==> src/rtl/vga_rx_monitor.sv <==
// vga_rx_monitor: recovers raster position from sampled HS/VS, locks onto the
// line/frame timing, counts matching pixels and probes one pixel per frame.
// Define VGA_RX_CRC_EN to add a CRC-16-CCITT over visible pixels per frame.
module vga_rx_monitor #(
    parameter int         H_ACTIVE     = 640,
    parameter int         H_TOTAL      = 800,
    parameter int         HS_TO_ACTIVE = 144,
    parameter int         V_ACTIVE     = 480,
    parameter int         V_TOTAL      = 525,
    parameter int         VS_TO_ACTIVE = 34,
    parameter logic [7:0] MATCH_COLOR  = 8'hE0,
    parameter int         PROBE_X      = 320,
    parameter int         PROBE_Y      = 240,
    parameter int         LOCK_FRAMES  = 2
) (
    input  logic        i_clk,
    input  logic        i_rst,
    input  logic        i_pix_stb,
    input  logic        i_hs,
    input  logic        i_vs,
    input  logic [7:0]  i_rgb,
    output logic [9:0]  o_x,
    output logic [8:0]  o_y,
    output logic        o_active,
    output logic        o_locked,
    output logic        o_frame_stb,
    output logic        o_err,
    output logic [18:0] o_match_count,
    output logic [7:0]  o_probe_color,
    output logic [15:0] o_frame_crc
);
    localparam logic [9:0]  HA_LO  = 10'(HS_TO_ACTIVE);
    localparam logic [9:0]  HA_HI  = 10'(HS_TO_ACTIVE + H_ACTIVE);
    localparam logic [9:0]  VA_LO  = 10'(VS_TO_ACTIVE);
    localparam logic [9:0]  VA_HI  = 10'(VS_TO_ACTIVE + V_ACTIVE);
    localparam logic [8:0]  VA_LO9 = 9'(VS_TO_ACTIVE);
    localparam logic [10:0] H_TOT  = 11'(H_TOTAL);
    localparam logic [9:0]  V_TOT  = 10'(V_TOTAL);
    localparam logic [9:0]  P_X    = 10'(PROBE_X);
    localparam logic [8:0]  P_Y    = 9'(PROBE_Y);
    localparam logic [7:0]  LOCK_N = 8'(LOCK_FRAMES);

    typedef enum logic [1:0] {SEARCH, MEASURE, LOCKED} state_t;

    state_t      state_q, state_d;
    logic [7:0]  good_q, good_d;
    logic        hs_q, vs_q;
    logic [9:0]  hcnt_q, vcnt_q, lcnt_q;
    logic        vs_pend_q, first_q, bad_q;
    logic [18:0] acc_q;

    logic        hs_edge, vs_edge;
    logic [9:0]  hpos, vpos;
    logic [9:0]  x_now;
    logic [8:0]  y_now;
    logic        line_bad, frame_bad, err_now;
    logic        act_now, match_now, probe_hit;

    assign hs_edge = i_pix_stb & hs_q & ~i_hs;
    assign vs_edge = i_pix_stb & vs_q & ~i_vs;
    assign o_locked = (state_q == LOCKED);

    // position of the pixel on the current strobe and timing checks
    always_comb begin
        hpos = (hcnt_q == 10'h3FF) ? hcnt_q : hcnt_q + 10'd1;
        vpos = vcnt_q;
        if (hs_edge) begin
            hpos = 10'd0;
            if (vs_edge | vs_pend_q)
                vpos = 10'd0;
            else if (vcnt_q != 10'h3FF)
                vpos = vcnt_q + 10'd1;
        end
        x_now     = hpos - HA_LO;
        y_now     = vpos[8:0] - VA_LO9;
        line_bad  = hs_edge & ~first_q &
                    (({1'b0, hcnt_q} + 11'd1) != H_TOT);
        frame_bad = vs_edge & ((lcnt_q != V_TOT) | bad_q | line_bad);
        err_now   = (state_q == LOCKED) & (line_bad | frame_bad);
        act_now   = (state_q == LOCKED) &
                    (hpos >= HA_LO) & (hpos < HA_HI) &
                    (vpos >= VA_LO) & (vpos < VA_HI);
        match_now = act_now & (i_rgb == MATCH_COLOR);
        probe_hit = act_now & (x_now == P_X) & (y_now == P_Y);
    end

    // lock state register
    always_ff @(posedge i_clk) begin
        if (i_rst) begin
            state_q <= SEARCH;
            good_q  <= 8'd0;
        end else begin
            state_q <= state_d;
            good_q  <= good_d;
        end
    end

    // lock state transitions and good-frame counting
    always_comb begin
        state_d = state_q;
        good_d  = good_q;
        unique case (state_q)
            SEARCH: begin
                if (vs_edge) begin
                    state_d = MEASURE;
                    good_d  = 8'd0;
                end
            end
            MEASURE: begin
                if (vs_edge) begin
                    if (frame_bad) begin
                        good_d = 8'd0;
                    end else if (good_q + 8'd1 >= LOCK_N) begin
                        state_d = LOCKED;
                        good_d  = 8'd0;
                    end else begin
                        good_d = good_q + 8'd1;
                    end
                end else if (line_bad) begin
                    good_d = 8'd0;
                end
            end
            LOCKED: begin
                if (line_bad | frame_bad)
                    state_d = SEARCH;
            end
            default: state_d = SEARCH;
        endcase
    end

    // counters, sync history, pixel outputs and per-frame results
    always_ff @(posedge i_clk) begin
        if (i_rst) begin
            hs_q          <= 1'b1;
            vs_q          <= 1'b1;
            hcnt_q        <= 10'd0;
            vcnt_q        <= 10'd0;
            lcnt_q        <= 10'd0;
            vs_pend_q     <= 1'b0;
            first_q       <= 1'b0;
            bad_q         <= 1'b0;
            acc_q         <= 19'd0;
            o_x           <= 10'd0;
            o_y           <= 9'd0;
            o_active      <= 1'b0;
            o_frame_stb   <= 1'b0;
            o_err         <= 1'b0;
            o_match_count <= 19'd0;
            o_probe_color <= 8'd0;
        end else begin
            o_frame_stb <= 1'b0;
            o_err       <= 1'b0;
            if (i_pix_stb) begin
                hs_q     <= i_hs;
                vs_q     <= i_vs;
                hcnt_q   <= hpos;
                vcnt_q   <= vpos;
                o_active <= act_now;
                o_x      <= act_now ? x_now : 10'd0;
                o_y      <= act_now ? y_now : 9'd0;
                o_err    <= err_now;
                if (vs_edge)
                    vs_pend_q <= ~hs_edge;
                else if (hs_edge)
                    vs_pend_q <= 1'b0;
                if (vs_edge)
                    lcnt_q <= {9'd0, hs_edge};
                else if (hs_edge && lcnt_q != 10'h3FF)
                    lcnt_q <= lcnt_q + 10'd1;
                if (vs_edge && state_q == SEARCH)
                    first_q <= 1'b1;
                else if (hs_edge)
                    first_q <= 1'b0;
                if (vs_edge)
                    bad_q <= 1'b0;
                else if (line_bad)
                    bad_q <= 1'b1;
                if (probe_hit)
                    o_probe_color <= i_rgb;
                if (err_now) begin
                    acc_q <= 19'd0;
                end else if (vs_edge) begin
                    acc_q <= 19'd0;
                    if (state_q == LOCKED) begin
                        o_match_count <= acc_q + {18'd0, match_now};
                        o_frame_stb   <= 1'b1;
                    end
                end else if (match_now) begin
                    acc_q <= acc_q + 19'd1;
                end
            end
        end
    end

`ifdef VGA_RX_CRC_EN
    logic [15:0] crc_q;
    logic [15:0] crc_now;

    function automatic logic [15:0] crc_byte(input logic [15:0] c,
                                             input logic [7:0]  d);
        logic [15:0] r;
        r = c ^ {d, 8'h00};
        for (int i = 0; i < 8; i++)
            r = r[15] ? ({r[14:0], 1'b0} ^ 16'h1021) : {r[14:0], 1'b0};
        return r;
    endfunction

    assign crc_now = act_now ? crc_byte(crc_q, i_rgb) : crc_q;

    // running CRC of visible bytes, latched alongside the frame strobe
    always_ff @(posedge i_clk) begin
        if (i_rst) begin
            crc_q       <= 16'hFFFF;
            o_frame_crc <= 16'h0000;
        end else if (i_pix_stb) begin
            if (err_now) begin
                crc_q <= 16'hFFFF;
            end else if (vs_edge) begin
                crc_q <= 16'hFFFF;
                if (state_q == LOCKED)
                    o_frame_crc <= crc_now;
            end else begin
                crc_q <= crc_now;
            end
        end
    end
`else
    assign o_frame_crc = 16'h0000;
`endif

endmodule

==> config.mk <==
export PLATFORM = sky130hd
export DESIGN_NAME = vga_rx_monitor
export DESIGN_NICKNAME = d
export VERILOG_FILES = /design/src/rtl/vga_rx_monitor.sv
export SDC_FILE = /design/constraint.sdc
export NUM_CORES = 1
export LEC_CHECK = 0
export ABC_CLOCK_PERIOD_IN_PS = 3800
export BUFFER_PORTS_ARGS = -buffer_cell sky130_fd_sc_hd__buf_2
export CAP_MARGIN = 20
export CORE_MARGIN = 2
export CORE_UTILIZATION = 32
export DETAILED_ROUTE_END_ITERATION = 7
export PLACE_DENSITY_LB_ADDON = 0.3
export SLEW_MARGIN = 10
export SYNTH_ARGS = -nofsm -noshare
export SYNTH_HDL_FRONTEND = slang
export SYNTH_SLANG_ARGS = --single-unit
==> constraint.sdc <==
create_clock -name i_clk -period 3.8 [get_ports i_clk]
set_input_delay 0.38 -clock i_clk [delete_from_list [all_inputs] [get_ports i_clk]]
set_output_delay 0.38 -clock i_clk [all_outputs]
set_load 0.01 [all_outputs]
Yosys cells after proc, flatten, opt, wreduce, memory -nomap -nowiden
Index checks and enable logic that the tools add are counted.
- register bits: 113
- output and inout bits: 66
- mux-type cells: 30
- add/subtract/negate cells: 9
- order comparisons: 5
- eq/ne operators: 16
- reductions and logical operators: 20
- bitwise operators: 26
- operator list (operator ; number):
    2-to-1 mux 10 bit ; 8
    2-to-1 mux 19 bit ; 3
    2-to-1 mux 8 bit ; 5
    adder 10 x 1 -> 10 bit (second input constant) ; 3
    != test 10 bit (second input constant) ; 3
    less-than comparator 10 bit (second input constant) ; 2
    adder 19 x 1 -> 19 bit ; 1
    adder 19 x 1 -> 19 bit (second input constant) ; 1
    one-hot mux 8 bit (2 select lines) ; 1
    AND 1 bit ; 15
    AND reduction 2 bit ; 6
    adder 10 x 1 -> 11 bit (second input constant) ; 1
    != test 11 x 10 -> 1 bit (second input constant) ; 1
    == test 10 bit (second input constant) ; 1
    == test 10 x 9 -> 1 bit (second input constant) ; 1
    >= comparator 10 x 6 -> 1 bit (second input constant) ; 1
    >= comparator 10 x 8 -> 1 bit (second input constant) ; 1
    2-to-1 mux 2 bit ; 5
    nonzero test 2 bit ; 5
    subtractor 10 x 8 -> 10 bit (second input constant) ; 1
    == test 9 x 8 -> 1 bit (second input constant) ; 1
    2-to-1 mux 9 bit ; 1
    subtractor 9 x 6 -> 9 bit (second input constant) ; 1
    adder 8 x 1 -> 8 bit (second input constant) ; 1
    other kinds (19) ; 37

Longest topological paths before layout
Gate-level depths: netlist of run 1.
- word-level depth: 12
- mapped depth: 22
- depth with buffers taken out: 19

Least setup slack after synthesis of run 1
No wires, ideal clock.
- path kind: flip-flop to flip-flop
- start point: register hcnt_q[1]
- end point: register o_match_count[12]
- setup time: 0.086 ns
- stages on the path, launching flop included: 22
- data arrival time: 3.888 ns
- setup slack: -0.173 ns
- cells stage by stage: dfxtp_1 -> ha_1 -> and3_1 -> buf_4 -> nand3_1 -> o21ai_0 -> nand2_1 -> ha_1 -> nand3_1 -> a311oi_2 -> o211a_1 -> nand3_1 -> buf_4 -> buf_6 -> inv_1 -> ha_1 -> ha_1 -> nand3_1 -> nor3_1 -> nor2b_1 -> xnor2_1 -> a211oi_1
- cells in the longest elaborated chain, start to end: 10
- elaborated cells on any way between the ends: 21
- ends and longest elaborated chain (item ; line ; text):
    start, declared ; 48 ; logic [9:0] hcnt_q, vcnt_q, lcnt_q;
    start signal, assigned ; 156 ; hcnt_q <= hpos;
    adder 10 x 1 -> 10 bit / == test 10 bit (equally long branches) ; 65 ; hpos = (hcnt_q == 10'h3FF) ? hcnt_q : hcnt_q + 10'd1;
    2-to-1 mux 10 bit ; 65 ;
    2-to-1 mux 10 bit ; 67 ; if (hs_edge) begin
    >= comparator 10 x 8 -> 1 bit ; 81 ; (hpos >= HA_LO) & (hpos < HA_HI) &
    AND 1 bit ; 80 ; act_now = (state_q == LOCKED) &
    AND 1 bit (2 in series) ; 81 ;
    AND 1 bit ; 82 ; (vpos >= VA_LO) & (vpos < VA_HI);
    AND 1 bit ; 83 ; match_now = act_now & (i_rgb == MATCH_COLOR);
    adder 19 x 1 -> 19 bit ; 185 ; o_match_count <= acc_q + {18'd0, match_now};
    end signal, assigned ; 185 ;
    end, declared ; 28 ; output logic [18:0] o_match_count,
Several ways; a longest one is shown, not always the timed one.
A chain may end at the register's enable or synchronous reset.

Worst setup path in the final report of run 1
- start point: register vcnt_q[1]
- end point: register o_match_count[12]
- cells in the longest elaborated chain, start to end: 9
- elaborated cells on any way between the ends: 11
- ends and longest elaborated chain (item ; line ; text):
    start, declared ; 48 ;
    start signal, assigned ; 157 ; vcnt_q <= vpos;
    adder 10 x 1 -> 10 bit / != test 10 bit (equally long branches) ; 72, 71 ;
    2-to-1 mux 10 bit ; 71 ; else if (vcnt_q != 10'h3FF)
    2-to-1 mux 10 bit ; 69 ; if (vs_edge | vs_pend_q)
    2-to-1 mux 10 bit (*) ; 67 ;
    >= comparator 10 x 6 -> 1 bit ; 82 ;
    AND 1 bit ; 81 ;
    AND 1 bit (*) ; 82 ;
    AND 1 bit (*) ; 83 ;
    adder 19 x 1 -> 19 bit (*) ; 185 ;
Mark *: on every way between the ends. The rest lies on a longest branch, timed or not.

==> results of run 1 <==
state kept, by name (all words and copies together) (netlist names):
| register | flops |
|---|---|
| o_frame_stb | 1 |
| vs_q | 1 |
| hs_q | 1 |
| acc_q | 19 |
| vcnt_q | 10 |
| o_err | 1 |
| first_q | 1 |
| o_match_count | 19 |
| state_q | 2 |
| o_y | 9 |
| o_active | 1 |
| vs_pend_q | 1 |
| o_probe_color | 8 |
| lcnt_q | 10 |
| bad_q | 1 |
| hcnt_q | 10 |
| o_x | 10 |
| good_q | 8 |
metal layers:
metal | track usage, % | vias up | wire, microns
met5 | 0 | - | 0
met2 | 25.9 | 141 | 7690
met1 | 21.0 | 2711 | 7930
li1 | - | 2914 | -
met4 | 5.44 | 0 | 300
met3 | 4.11 | 19 | 816
placed cells by master, fill, tap and decap left out, drive strengths merged, types with 14 or more instances in the layout:
cell and instances:
o21ai 27, and3 15, nand3 46, nor3 21, nor2 93, nand2 56, and2 14, inv 15
nand4 18, conb 16, a21oi 47, xor2 17, xnor2 18, buf 102, a211oi 26, dfxtp 113
clkbuf 21
critical path, cell delays in order, from the launching register on:
cell      delay [ns]
dfxtp_1         0.36
ha_1            0.25
and4_2          0.29
and3_4          0.20
o31a_1          0.30
o21ai_4         0.23
a41o_2          0.27
o211a_4         0.19
nand3_2         0.10
inv_1           0.08
ha_1            0.18
ha_2            0.22
nand3_4         0.12
nor3_4          0.22
nor2b_1         0.18
xnor2_1         0.08
a211oi_1        0.22
cells by family after synthesis:
group | synth area share, %
buffers and inverters | 7.31
other | 0.0585
AND/OR/NAND/NOR | 26.1
XOR/XNOR | 4.79
multiplexers | 2.38
adder cells (fa/ha/maj) | 2.54
AO/OA/AOI/OAI | 21.5
flip-flops | 35.3
cell type report:
type | instances | area, sq um
Multi-Input combinational cell | 585 | 3840
Inverter | 15 | 56.3
Tap cell | 265 | 332
Clock buffer | 21 | 460
Fill cell | 2008 | 11800
Clock inverter | 10 | 111
Timing Repair Buffer | 102 | 611
Sequential cell | 113 | 2270
stage by stage:
step | setup WS, ns | setup TNS, ns | utilization, % | cell area (sq um)
CTS | 0.0948 | 0 | 38.9 | 7590
floorplan | 0.00400 | 0 | - | 6500
global placement | 0.149 | 0 | 35.9 | 7010
finish | 0.194 | 0 | 39.3 | 7680
global route | -0.0149 | -0.0149 | 39.3 | 7680
detailed placement | 0.0388 | 0 | 35.9 | 7020
timing repair:
action                     4_1_cts  5_1_grt
resized for setup                0       16
buffers inserted                 0        2
setup endpoints to repair        0       21
power by group:
part           internal (uW)  total (uW)  switching (uW)
sequential              1190        1200            9.71
clock                    990        1550             559
combinational           44.7         142            97.1
path summary, 6_finish.rpt:
check,cells past startpoint,slack [ns],endpoint
max,16,0.19,o_match_count[12]
min,2,0.20,hs_q
max reg2reg,16,0.19,o_match_count[12]
min reg2reg,2,0.46,o_x[7]
==> metrics.csv, run 1 <==
stage,metric,value,unit
yosys,syn_area,0.00640,sq mm
yosys,yosys_warnings,0,
yosys,ys_top_cells_by_area,"dfxtp_1 35%, nor2_1 5.4%, nand3_1 3.6%",
hold_path,hold_path_startpoint,i_hs,
route,wl_per_cell,15.1,microns
place,detailed_place_hpwl,12.2,mm
route,avgViaCountPerCell,5.21,
clock_network,postCtsHoldBufs,0,
timing,whs,0.201,ns
yosys,synth-edff-count,0,
worst_setup_path,reg2reg_from,vcnt_q[1],
clock_network,clk_pin_slew_worst_paths,0.06,ns
timing,finClkSkew,0.00915,ns
yosys,postSynthAreaPerCell,8.39,sq um
global_route,grtUsageTotal,16.1,%
global_route,grt_pass1_vias,5466,
yosys,synth_most_common_cell,dfxtp_1,
worst_setup_path,crit_fanout,5,
clock_network,numCtsBuffers,17,
finish,syn2layout_area_growth,19.9,%
pwr,irDropWorstVdd,0.304,mV
yosys,yosysSeqAreaShare,35.3,%
clock_network,clkLatencyLatePin,0.42,ns
run_status,status,finished clean,
route,final_antenna_net_count,0,
clock_network,root_buffer,clkbuf_16,
route,drtIter0Drc,414,
global_route,grt_pass1_wl,28.1,mm
global_route,antenna_found_initial,0,
finish,antennaDiodeCount,0,
pwr,p_leak,0.00285,uW
timing,hold_violations,0,
route,drc,0,
global_route,grt_start_max_net_pins,80,
clock_network,cts_tree,done,
route,vias,5785,
clock_network,numClockSinks,113,
job,maxCapViolCount,0,
worst_setup_path,worst_ep_arrival_time,3.93,ns
clock_network,clockBufferDepth,2,
timing,max_freq,277,MHz
floorplanning,ios,79,
floorplanning,start_util,32.8,%
yosys,syn_inst,763,
timing,post-route-period-util,94.9,%
place,gp_congestion,0.873,
worst_setup_path,worst_setup_path_start_kind,register,
floorplanning,die_w,145,microns
worst_setup_path,startpoint,vcnt_q[1],
yosys,synth_top_cell_by_area,dfxtp_1,
yosys,ys.flop_type,dfxtp_1,
timing,relSlewSlack,42.2,%
floorplanning,die-area,0.0212,sq mm
clock_network,htree_levels,4,
yosys,async_reset_ff_share,0,%
timing,slew_viol_final,0,
place,dp_cells,1078,
worst_setup_path,crit_path_end_kind,register,
route,first_pass_iters,7,
finish,final_cells,1111,
floorplanning,coreArea,0.0195,sq mm
worst_setup_path,path_class,register to register,
floorplanning,rows,51,
worst_setup_path,cp.required,4.12,ns
hold_path,min_path_type,input port to register,
finish,nNetsFinal,860,
yosys,synth_cell_types,85,
timing,fin_crit,3.61,ns
timing,tightest_slew,0.864,ns
route,routed_wl,16.7,mm
floorplanning,die_h,145,microns
place,io_buffers,62,
global_route,grt-ovfl-total,0,
finish,drive_above_1_share,23.3,%
timing,setup_viol_count_final,0,
pwr,p_per_area,377,mW/mm^2
yosys,synth_top_area_share,35.3,%
yosys,ys_ff_latch,113,
yosys,synthTopCellsByCount,"113 x dfxtp_1, 92 x nor2_1, 55 x nand2_1, 46 x nand3_1, 45 x a21oi_1",
pwr,power,2890,uW
Power figures use the tool's default switching activity.
==> run 2, diff against run 1 <==
--- a/config.mk
+++ b/config.mk
@@ -11,6 +11,7 @@
 export CORE_MARGIN = 2
 export CORE_UTILIZATION = 32
 export DETAILED_ROUTE_END_ITERATION = 7
+export GPL_TIMING_DRIVEN = 0
 export PLACE_DENSITY_LB_ADDON = 0.3
 export SLEW_MARGIN = 10
 export SYNTH_ARGS = -nofsm -noshare
==> run 2 against run 1 <==
Against the previous run:
- first-iteration DRC count is 3.6% higher
- combinational power is 21% higher
- maximum frequency is 2.1% lower
- global-route usage is 1.4 points higher
- via count is 4.7% higher
- worst setup slack worse by 0.078 ns
- utilization is 3.0 points higher
- register-to-register slack worse by 0.08 ns
- sequential share of layout area is 2.1 points lower
- critical path depth is 2 higher
- routed wire length is 12% higher
- largest power group unchanged
==> metrics.csv, run 2 (synthesis results as in run 1) <==
stage,metric,value,unit,change
worst_setup_path,crit_slowest_cell,nor2_1,,
run_status,status,finished clean,,
global_route,antenna_found_initial,0,,unchanged
finish,final_core_util,42.4,%,+3.0 points
worst_setup_path,crit_path_end_kind,register,,
finish,final_common_cell,dfxtp_1,,
place,io_buffers,61,,-1.6%
finish,final_cell_mix,"108 x dfxtp_1, 90 x nor2_1, 70 x buf_2",,
clock_network,htree_levels,4,,unchanged
clock_network,numCtsBuffers,17,,unchanged
timing,fin_crit,3.68,ns,+0.0781 ns
timing,slew_viol_final,0,,unchanged
floorplanning,rows,51,,unchanged
finish,top_regs,"acc_q: 19 flops, o_match_count: 19 flops",,
finish,antennaDiodeCount,0,,unchanged
route,routed_wl,18.8,mm,+12%
clock_network,clockBufferDepth,2,,unchanged
worst_setup_path,timing.reg2reg.setup_slack,0.12,ns,-0.08 ns
finish,syn2layout_area_growth,29.2,%,
timing,post-route-period-util,97.0,%,+2.1 points
pwr,irDropWorstVdd,0.375,mV,+23%
route,avgViaCountPerCell,5.24,,+0.71%
worst_setup_path,crit_path_max_incr_delay,0.47,ns,+0.11 ns
timing,hold_violations,0,,unchanged
global_route,grt_pass1_wl,30.0,mm,+6.8%
clock_network,cts_tree,done,,
hold_path,min_path_type,input port to register,,
route,drtIter0Drc,429,,+3.6%
route,drc,0,,unchanged
route,wl_per_cell,16.3,microns,+8.1%
worst_setup_path,crit_fanout,10,,+5
global_route,grt_pass1_vias,5685,,+4.0%
worst_setup_path,crit_family,simple AND/OR/NAND/NOR gates,,
route,final_antenna_net_count,0,,unchanged
worst_setup_path,crit_buf_inv,4,,+3
timing,max_freq,271,MHz,-2.1%
route,first_pass_iters,5,,-2
route,vias,6057,,+4.7%
worst_setup_path,worst_setup_path_start_kind,register,,
place,gp_congestion,0.853,,-2.2%
floorplanning,start_util,32.8,%,unchanged
floorplanning,die-area,0.0212,sq mm,unchanged
floorplanning,coreArea,0.0195,sq mm,unchanged
timing,finClkSkew,0.0100,ns,+0.000881 ns
global_route,grt_start_max_net_pins,17,,-79%
worst_setup_path,path_cells,and3_1 -> clkbuf_1 -> a31oi_1 -> nor2_1 -> o311ai_4 -> a221oi_4 -> a31oi_4 -> nand3_4 -> buf_6 -> buf_6 -> inv_2 -> ha_4 -> ha_4 -> nand3_4 -> nor3_4 -> nor2b_1 -> xnor2_1 -> a211oi_1,,
job,maxCapViolCount,0,,unchanged
worst_setup_path,cp.required,4.14,ns,+0.02 ns
clock_network,numClockSinks,113,,unchanged
global_route,grtUsageTotal,17.5,%,+1.4 points
timing,tightest_slew,0.747,ns,-0.117 ns
worst_setup_path,path_class,register to register,,
pwr,p_per_area,390,mW/mm^2,+3.5%
floorplanning,die_h,145,microns,unchanged
pwr,p_leak,0.00310,uW,+8.6%
clock_network,root_buffer,clkbuf_16,,
place,detailed_place_hpwl,13.4,mm,+9.7%
timing,finalSetupTns,0,ns,unchanged
floorplanning,die_w,145,microns,unchanged
clock_network,clkLatencyLatePin,0.42,ns,about the same
worst_setup_path,worst_ep_arrival_time,4.02,ns,+0.09 ns
timing,relSlewSlack,49.7,%,+7.5 points
floorplanning,ios,79,,unchanged
clock_network,clk_pin_slew_worst_paths,0.06,ns,about the same
global_route,grt-ovfl-total,0,,unchanged
timing,setup_viol_count_final,0,,unchanged
finish,nNetsFinal,904,,+5.1%
finish,drive_above_1_share,27.1,%,+3.8 points
## run 2: power by group
group          total [uW]  leakage [uW]  switching, uW  internal [uW]
Sequential           1200      0.000913           10.3           1190
Combinational         172       0.00186            112           59.7
Clock                1850      0.000325            578           1270
## run 2: through the flow
| stage | setup WS, ns | instances | hold slack, ns | instance area [sq um] | total power [uW] |
|---|---|---|---|---|---|
| finish | 0.116 | 1155 | 0.203 | 8270 | 3230 |
| global route | -0.0402 | 1155 | 0.207 | 8270 | 3310 |
| CTS | 0.0221 | 1144 | 0.195 | 8020 | 3230 |
| detailed placement | -0.792 | 1104 | 0.454 | 7140 | 1390 |
| global placement | -0.796 | 1104 | 0.453 | 7140 | 1390 |
| floorplan | 0.00400 | 778 | 0.441 | 6500 | 1340 |
## run 2: path summary, 6_finish.rpt
kind / cells past startpoint / end / startpoint
setup / recovery: 18 / o_match_count[12] / hcnt_q[5]
hold / removal: 2 / vs_q / i_vs
setup reg to reg: 18 / o_match_count[12] / hcnt_q[5]
hold reg to reg: 2 / o_x[0] / o_x[0]
## run 2: cell type report
cell class                 instances  area, sq um
fill                            2003        11300
multi-input combinational        585         4040
sequential                       113         2270
clock buffer                      21          470
timing repair buffer              81          459
buffer                            65          438
tap                              265          332
clock inverter                    10          205
inverter                          15         56.3
## run 2: layer usage
layer  global-route usage [%]  vias up  part of all wire (%)
met1                     23.3     2878                    47
met4                     5.54        0                   1.4
met3                     3.92       22                   5.3
li1                         -     3010                     -
met5                        0        -                     0
met2                     28.3      147                    47
## run 2: repair_timing
action                     4_1_cts  5_1_grt
hold buffers                     0        0
gates resized for setup         28       41
buffers inserted                 9       11
pin swaps                       10       13
setup endpoints to repair       19       22
hold endpoints to repair         0        0
